**src/rtl/match_link_syncer_pkg.sv**
```systemverilog
// match_link_syncer_pkg: shared types, frame constants and checksum helper for the board-to-board link syncer.
package match_link_syncer_pkg;
   typedef logic [88:0] data_t;
   localparam data_t DATA_T_DEFAULT = '0;
   localparam int FRAME_BYTES = 14;
   localparam int PAYLOAD_BYTES = 12;
   typedef enum logic [1:0] {TX_IDLE, TX_SEND, TX_CSUM} tx_state_t;
   typedef enum logic [1:0] {RX_HUNT, RX_PAYLOAD, RX_CHECK} rx_state_t;
   function automatic logic [7:0] payload_xor(input logic [95:0] w);
      logic [7:0] x;
      x = '0;
      for (int i = 0; i < PAYLOAD_BYTES; i++) x ^= w[8*i +: 8];
      return x;
   endfunction
endpackage

```
**src/rtl/match_link_syncer_frame_deframer.sv**
```systemverilog
// match_link_syncer_frame_deframer: hunts for the sync byte, shifts in the LSB-first payload and checks the XOR checksum.
module match_link_syncer_frame_deframer
   import match_link_syncer_pkg::*;
#(
   parameter logic [7:0] SYNC_BYTE = 8'hA5
) (
   input  logic        clk_pixel_in,
   input  logic        rst_in,
   input  logic [7:0]  rx_byte_in,
   input  logic        rx_valid_in,
   output logic [89:0] word,
   output logic        good,
   output logic        bad
);
   rx_state_t state, state_n;
   logic [95:0] sh;
   logic [7:0] acc;
   logic [3:0] cnt;
   logic check;
   always_ff @(posedge clk_pixel_in) begin
      if (rst_in) begin
         state <= RX_HUNT;
         sh <= '0;
         acc <= '0;
         cnt <= '0;
      end else begin
         state <= state_n;
         if (rx_valid_in && state == RX_HUNT) begin
            acc <= '0;
            cnt <= '0;
         end else if (rx_valid_in && state == RX_PAYLOAD) begin
            sh <= {rx_byte_in, sh[95:8]};
            acc <= acc ^ rx_byte_in;
            cnt <= cnt + 4'd1;
         end
      end
   end
   always_comb begin
      state_n = !rx_valid_in ? state :
                state == RX_HUNT ? (rx_byte_in == SYNC_BYTE ? RX_PAYLOAD : RX_HUNT) :
                state == RX_PAYLOAD ? (cnt == 4'(PAYLOAD_BYTES - 1) ? RX_CHECK : RX_PAYLOAD) :
                RX_HUNT;
   end
   // Nonzero pad bits mark a malformed frame even when the checksum agrees.
   always_comb begin
      check = state == RX_CHECK && rx_valid_in;
      good = check && rx_byte_in == acc && sh[95:90] == 6'b0;
      bad = check && !(rx_byte_in == acc && sh[95:90] == 6'b0);
      word = sh[89:0];
   end
endmodule

```
**src/rtl/match_link_syncer.sv**
```systemverilog
// match_link_syncer: frames local player state onto a byte link and accepts checked opponent frames; tracks link liveness.
// Optional SYNC_ERR_CNT_EN adds a saturating bad-frame counter output.
module match_link_syncer
   import match_link_syncer_pkg::*;
#(
   parameter logic [23:0] TIMEOUT_CYCLES = 24'd2_500_000,
   parameter logic [7:0]  SYNC_BYTE      = 8'hA5
) (
   input  logic        clk_pixel_in,
   input  logic        rst_in,
   input  data_t       player_data_in,
   input  logic        player_scored_in,
   input  logic        player_data_valid_in,
   output logic [7:0]  tx_byte_out,
   output logic        tx_valid_out,
   input  logic        tx_ready_in,
   input  logic [7:0]  rx_byte_in,
   input  logic        rx_valid_in,
   output data_t       opponent_data_out,
   output logic        opponent_scored_out,
   output logic        syncer_out_valid,
   output logic        link_up_out
`ifdef SYNC_ERR_CNT_EN
   ,
   output logic [15:0] rx_err_count_out
`endif
);
   tx_state_t tx_state, tx_state_n;
   logic [89:0] pend_buf;
   logic pend;
   logic [95:0] tx_sh;
   logic [7:0] tx_csum;
   logic [3:0] idx;
   logic hs;
   assign hs = tx_valid_out && tx_ready_in;
   // The frame in flight lives in tx_sh/tx_csum, so new strobes only touch the pending buffer.
   always_ff @(posedge clk_pixel_in) begin
      if (rst_in) begin
         tx_state <= TX_IDLE;
         pend_buf <= '0;
         pend <= 1'b0;
         tx_sh <= '0;
         tx_csum <= '0;
         idx <= '0;
      end else begin
         tx_state <= tx_state_n;
         if (player_data_valid_in) pend_buf <= {player_scored_in, player_data_in};
         pend <= player_data_valid_in || (pend && tx_state != TX_IDLE);
         if (tx_state == TX_IDLE && pend) begin
            tx_sh <= {6'b0, pend_buf};
            tx_csum <= payload_xor({6'b0, pend_buf});
            idx <= '0;
         end else if (tx_state == TX_SEND && hs) begin
            idx <= idx + 4'd1;
            if (idx != 4'd0) tx_sh <= {8'h00, tx_sh[95:8]};
         end
      end
   end
   always_comb begin
      tx_state_n = tx_state == TX_IDLE ? (pend ? TX_SEND : TX_IDLE) :
                   tx_state == TX_SEND ? (hs && idx == 4'(FRAME_BYTES - 2) ? TX_CSUM : TX_SEND) :
                   (hs ? TX_IDLE : TX_CSUM);
   end
   always_comb begin
      tx_valid_out = tx_state != TX_IDLE;
      tx_byte_out = tx_state == TX_IDLE ? 8'h00 :
                    tx_state == TX_CSUM ? tx_csum :
                    idx == 4'd0 ? SYNC_BYTE : tx_sh[7:0];
   end
   logic [89:0] rx_word;
   logic good, bad;
   logic [23:0] tmo, tmo_n;
   match_link_syncer_frame_deframer #(.SYNC_BYTE(SYNC_BYTE)) u_deframer (
      .clk_pixel_in(clk_pixel_in),
      .rst_in(rst_in),
      .rx_byte_in(rx_byte_in),
      .rx_valid_in(rx_valid_in),
      .word(rx_word),
      .good(good),
      .bad(bad)
   );
   assign tmo_n = good ? 24'd0 : tmo == TIMEOUT_CYCLES ? tmo : tmo + 24'd1;
   // A good frame in the saturation cycle keeps the link up.
   always_ff @(posedge clk_pixel_in) begin
      if (rst_in) begin
         opponent_data_out <= DATA_T_DEFAULT;
         opponent_scored_out <= 1'b0;
         syncer_out_valid <= 1'b0;
         link_up_out <= 1'b0;
         tmo <= '0;
      end else begin
         syncer_out_valid <= good;
         if (good) begin
            opponent_data_out <= rx_word[88:0];
            opponent_scored_out <= rx_word[89];
         end
         tmo <= tmo_n;
         link_up_out <= good || (link_up_out && tmo_n != TIMEOUT_CYCLES);
      end
   end
`ifdef SYNC_ERR_CNT_EN
   always_ff @(posedge clk_pixel_in) begin
      if (rst_in) rx_err_count_out <= '0;
      else if (bad && rx_err_count_out != 16'hFFFF) rx_err_count_out <= rx_err_count_out + 16'd1;
   end
`else
   logic unused_bad;
   assign unused_bad = bad;
`endif
endmodule

```
**config.mk**
```make
export PLATFORM = sky130hd
export DESIGN_NAME = match_link_syncer
export DESIGN_NICKNAME = d
export VERILOG_FILES = /design/src/rtl/match_link_syncer_pkg.sv /design/src/rtl/match_link_syncer_frame_deframer.sv /design/src/rtl/match_link_syncer.sv
export SDC_FILE = /design/constraint.sdc
export NUM_CORES = 1
export LEC_CHECK = 0
export CAP_MARGIN = 0
export CELL_PAD_IN_SITES_DETAIL_PLACEMENT = 1
export CELL_PAD_IN_SITES_GLOBAL_PLACEMENT = 2
export CORE_AREA = 2 2 248 189
export DETAILED_ROUTE_END_ITERATION = 8
export DIE_AREA = 0 0 250 191
export DONT_BUFFER_PORTS = 1
export GPL_ROUTABILITY_DRIVEN = 0
export PLACE_DENSITY_LB_ADDON = 0.1
export SETUP_SLACK_MARGIN = 0.3
export SYNTH_ARGS = -nofsm -noshare
export SYNTH_HDL_FRONTEND = slang
export SYNTH_HIERARCHICAL = 1
export SYNTH_SLANG_ARGS = --single-unit
```
**constraint.sdc**
```tcl
create_clock -name clk_pixel_in -period 3.32 [get_ports clk_pixel_in]
set_input_delay 0.83 -clock clk_pixel_in [delete_from_list [all_inputs] [get_ports clk_pixel_in]]
set_output_delay 0.83 -clock clk_pixel_in [all_outputs]
set_load 0.005 [all_outputs]
```
==> flow_summary_export.csv <==
group,metric,value,unit
run_status,outcome,"completed",
timing,fmax,368,MHz
die,initial_core_util,0.386,
routing,viasPerCell,5.15,
cts,cts.sinks,421,
placed_design,dp.cells,2384,
cts,cts_made_buffers,46,
min_path,hp-class,"in -> reg",
synth,syn_nets,2110,
die,ios,204,
placed_design,dpl_cell_area,17300,um^2
routing,vias,12700,
global_routing,grt.overflow.total,0,
timing,rsz0062_at_grt,"false",
cells_and_area,multiInputGateArea,7850,um^2
timing,skew,0.0207,ns
routing,firstDrtPassIters,5,
cells_and_area,nets,1945,
timing,worstMarginPinSlew,1.00,ns
die,core_area,45400,um^2
routing,drtIter0Drc,710,
die,die_x,250,um
die,dieHeight,191,um
cells_and_area,area_growth,6.71,%
synth,synth_area,17500,um^2
cts,cts_resized,0,
cts,cts_tree,"yes",
routing,post-route-drc-count,0,
routing,totalWireLength,48.4,mm
cts,clk_pin_slew,0.06,ns
cts,cts_setup_buffers,0,
global_routing,groute.usage.overall,0.200,
cells_and_area,regArea,8430,um^2
setup_path,regToRegSetupSlack,0.60,ns
power,power.leakage,0.00642,uW
placed_design,dp_slack,0.423,ns
synth,synthCells,2002,
global_routing,grt_pass1_wl,75.6,mm
cts,clk_path_buf_depth,3,
run,max_cap_viol_count,0,
power,peakVddDrop,0.320,mV
placed_design,numPortBuffers,0,
setup_path,end_kind,"primary output",
cells_and_area,stdcell_area,18700,um^2
global_routing,grt_max_degree,388,
timing,period_minus_slack,2.72,ns
cts,cts-htree-levels,2,
synth,synth_warnings,6,
placed_design,place_hpwl,31.7,mm
cts,cts_hold_buf,0,
global_routing,grt_pass1_vias,12500,
global_routing,antenna_found_initial,2,
timing,slew_headroom,0.333,
power,power,11200,uW
setup_path,critPathKind,"reg -> out",
timing,slew_viol_final,0,
synth,synth_area_per_cell,8.76,um^2
cts,root_buffer,"clkbuf_16",
timing,post-route-period-util,0.819,
power,p_per_area,601,nW/um^2
routing,post_drt_wl_per_cell,19.6,um
timing,hold_viol,0,
cells_and_area,layout-drive-gt1-share,0.0514,
cells_and_area,filler_cell_count,5261,
routing,drtAntennaViolNets,0,
cells_and_area,final_cells,2465,
timing,setup_viol,0,
die,fp-row-count,68,
setup_path,arrival,1.89,ns
timing,finalWorstSetupSlack,0.602,ns
timing,tns,0,ns
setup_path,crit_required,2.49,ns
setup_path,crit_fanout,4,
die,die_area,47800,um^2
setup_path,critPathLaunchType,"register",
cts,clk_latency,0.58,ns
==> final timing paths <==
| path | cells after the start | start | to |
|---|---|---|---|
| setup / recovery | 5 | idx[0] | tx_byte_out[3] |
| hold reg to reg | 2 | tx_csum[5] | tx_csum[5] |
| hold / removal | 1 | rst_in | opponent_data_out[78] |
| setup reg to reg | 6 | u_deframer/sh[95] | opponent_data_out[25] |
==> cells in the final DEF (no fill, tap or decap), types with 4 or more instances in the layout <==
cell type,n
a22o_1,4
clkbuf_16,47
nand4b_1,8
clkbuf_8,9
nand4_1,11
nand3b_1,4
nand3_1,10
nand2_1,377
clkinv_2,5
a22oi_1,9
nor2_1,325
ha_1,5
dfxtp_1,421
a21oi_1,121
buf_12,6
inv_1,10
clkbuf_1,14
or3_1,4
and3_1,4
xor2_1,35
nor2b_1,7
o21ai_0,6
xnor2_1,86
nor3_1,12
a311oi_1,82
buf_4,10
mux2i_1,182
and2_1,5
nor4_1,4
==> power breakdown <==
part | switching [uW] | internal (uW)
Combinational | 477 | 354
Clock | 2070 | 2950
Sequential | 155 | 5240
Total | 2700 | 8540
==> metal layers <==
metal  track usage  share of wire  vias up
met1         0.301           0.52     6172
met3        0.0394          0.047       57
met4        0.0550          0.019        0
met5             0              0        -
met2         0.287           0.41      194
li1              -              -     6262
==> state kept, by name (all words and copies together), names as in the netlist <==
signal               cells
tx_state                 2
idx                      4
u_deframer/cnt           4
pend                     1
tx_csum                  8
opponent_scored_out      1
tx_sh                   90
u_deframer/state         2
link_up_out              1
u_deframer/acc           8
opponent_data_out       89
tmo                     24
u_deframer/sh           96
syncer_out_valid         1
pend_buf                90
==> critical path, cell delays in order (launching register included) <==
cell and delay, ns:
dfxtp_1 0.39, inv_1 0.06, ha_1 0.21, nand2_1 0.13, and2_1 0.30, a22o_1 0.24
==> layout make-up <==
class,instances,share of cell area
diodes,2,0.000267
clock buffers,70,0.0723
clock inverters,9,0.00548
inverters,10,0.00201
multi-input cells,1342,0.419
flip-flops and latches,421,0.450
well taps,595,0.0398
repair buffers,16,0.0104
==> metrics by stage <==
stage | util | hold slack, ns
3_3_place_gp | 0.380 | 0.443
5_1_grt | 0.412 | 0.337
4_1_cts | 0.412 | 0.340
6_report | 0.412 | 0.364
2_1_floorplan | - | 0.432
3_5_place_dp | 0.380 | 0.447
Note: power is estimated with default switching activity, not from simulation.
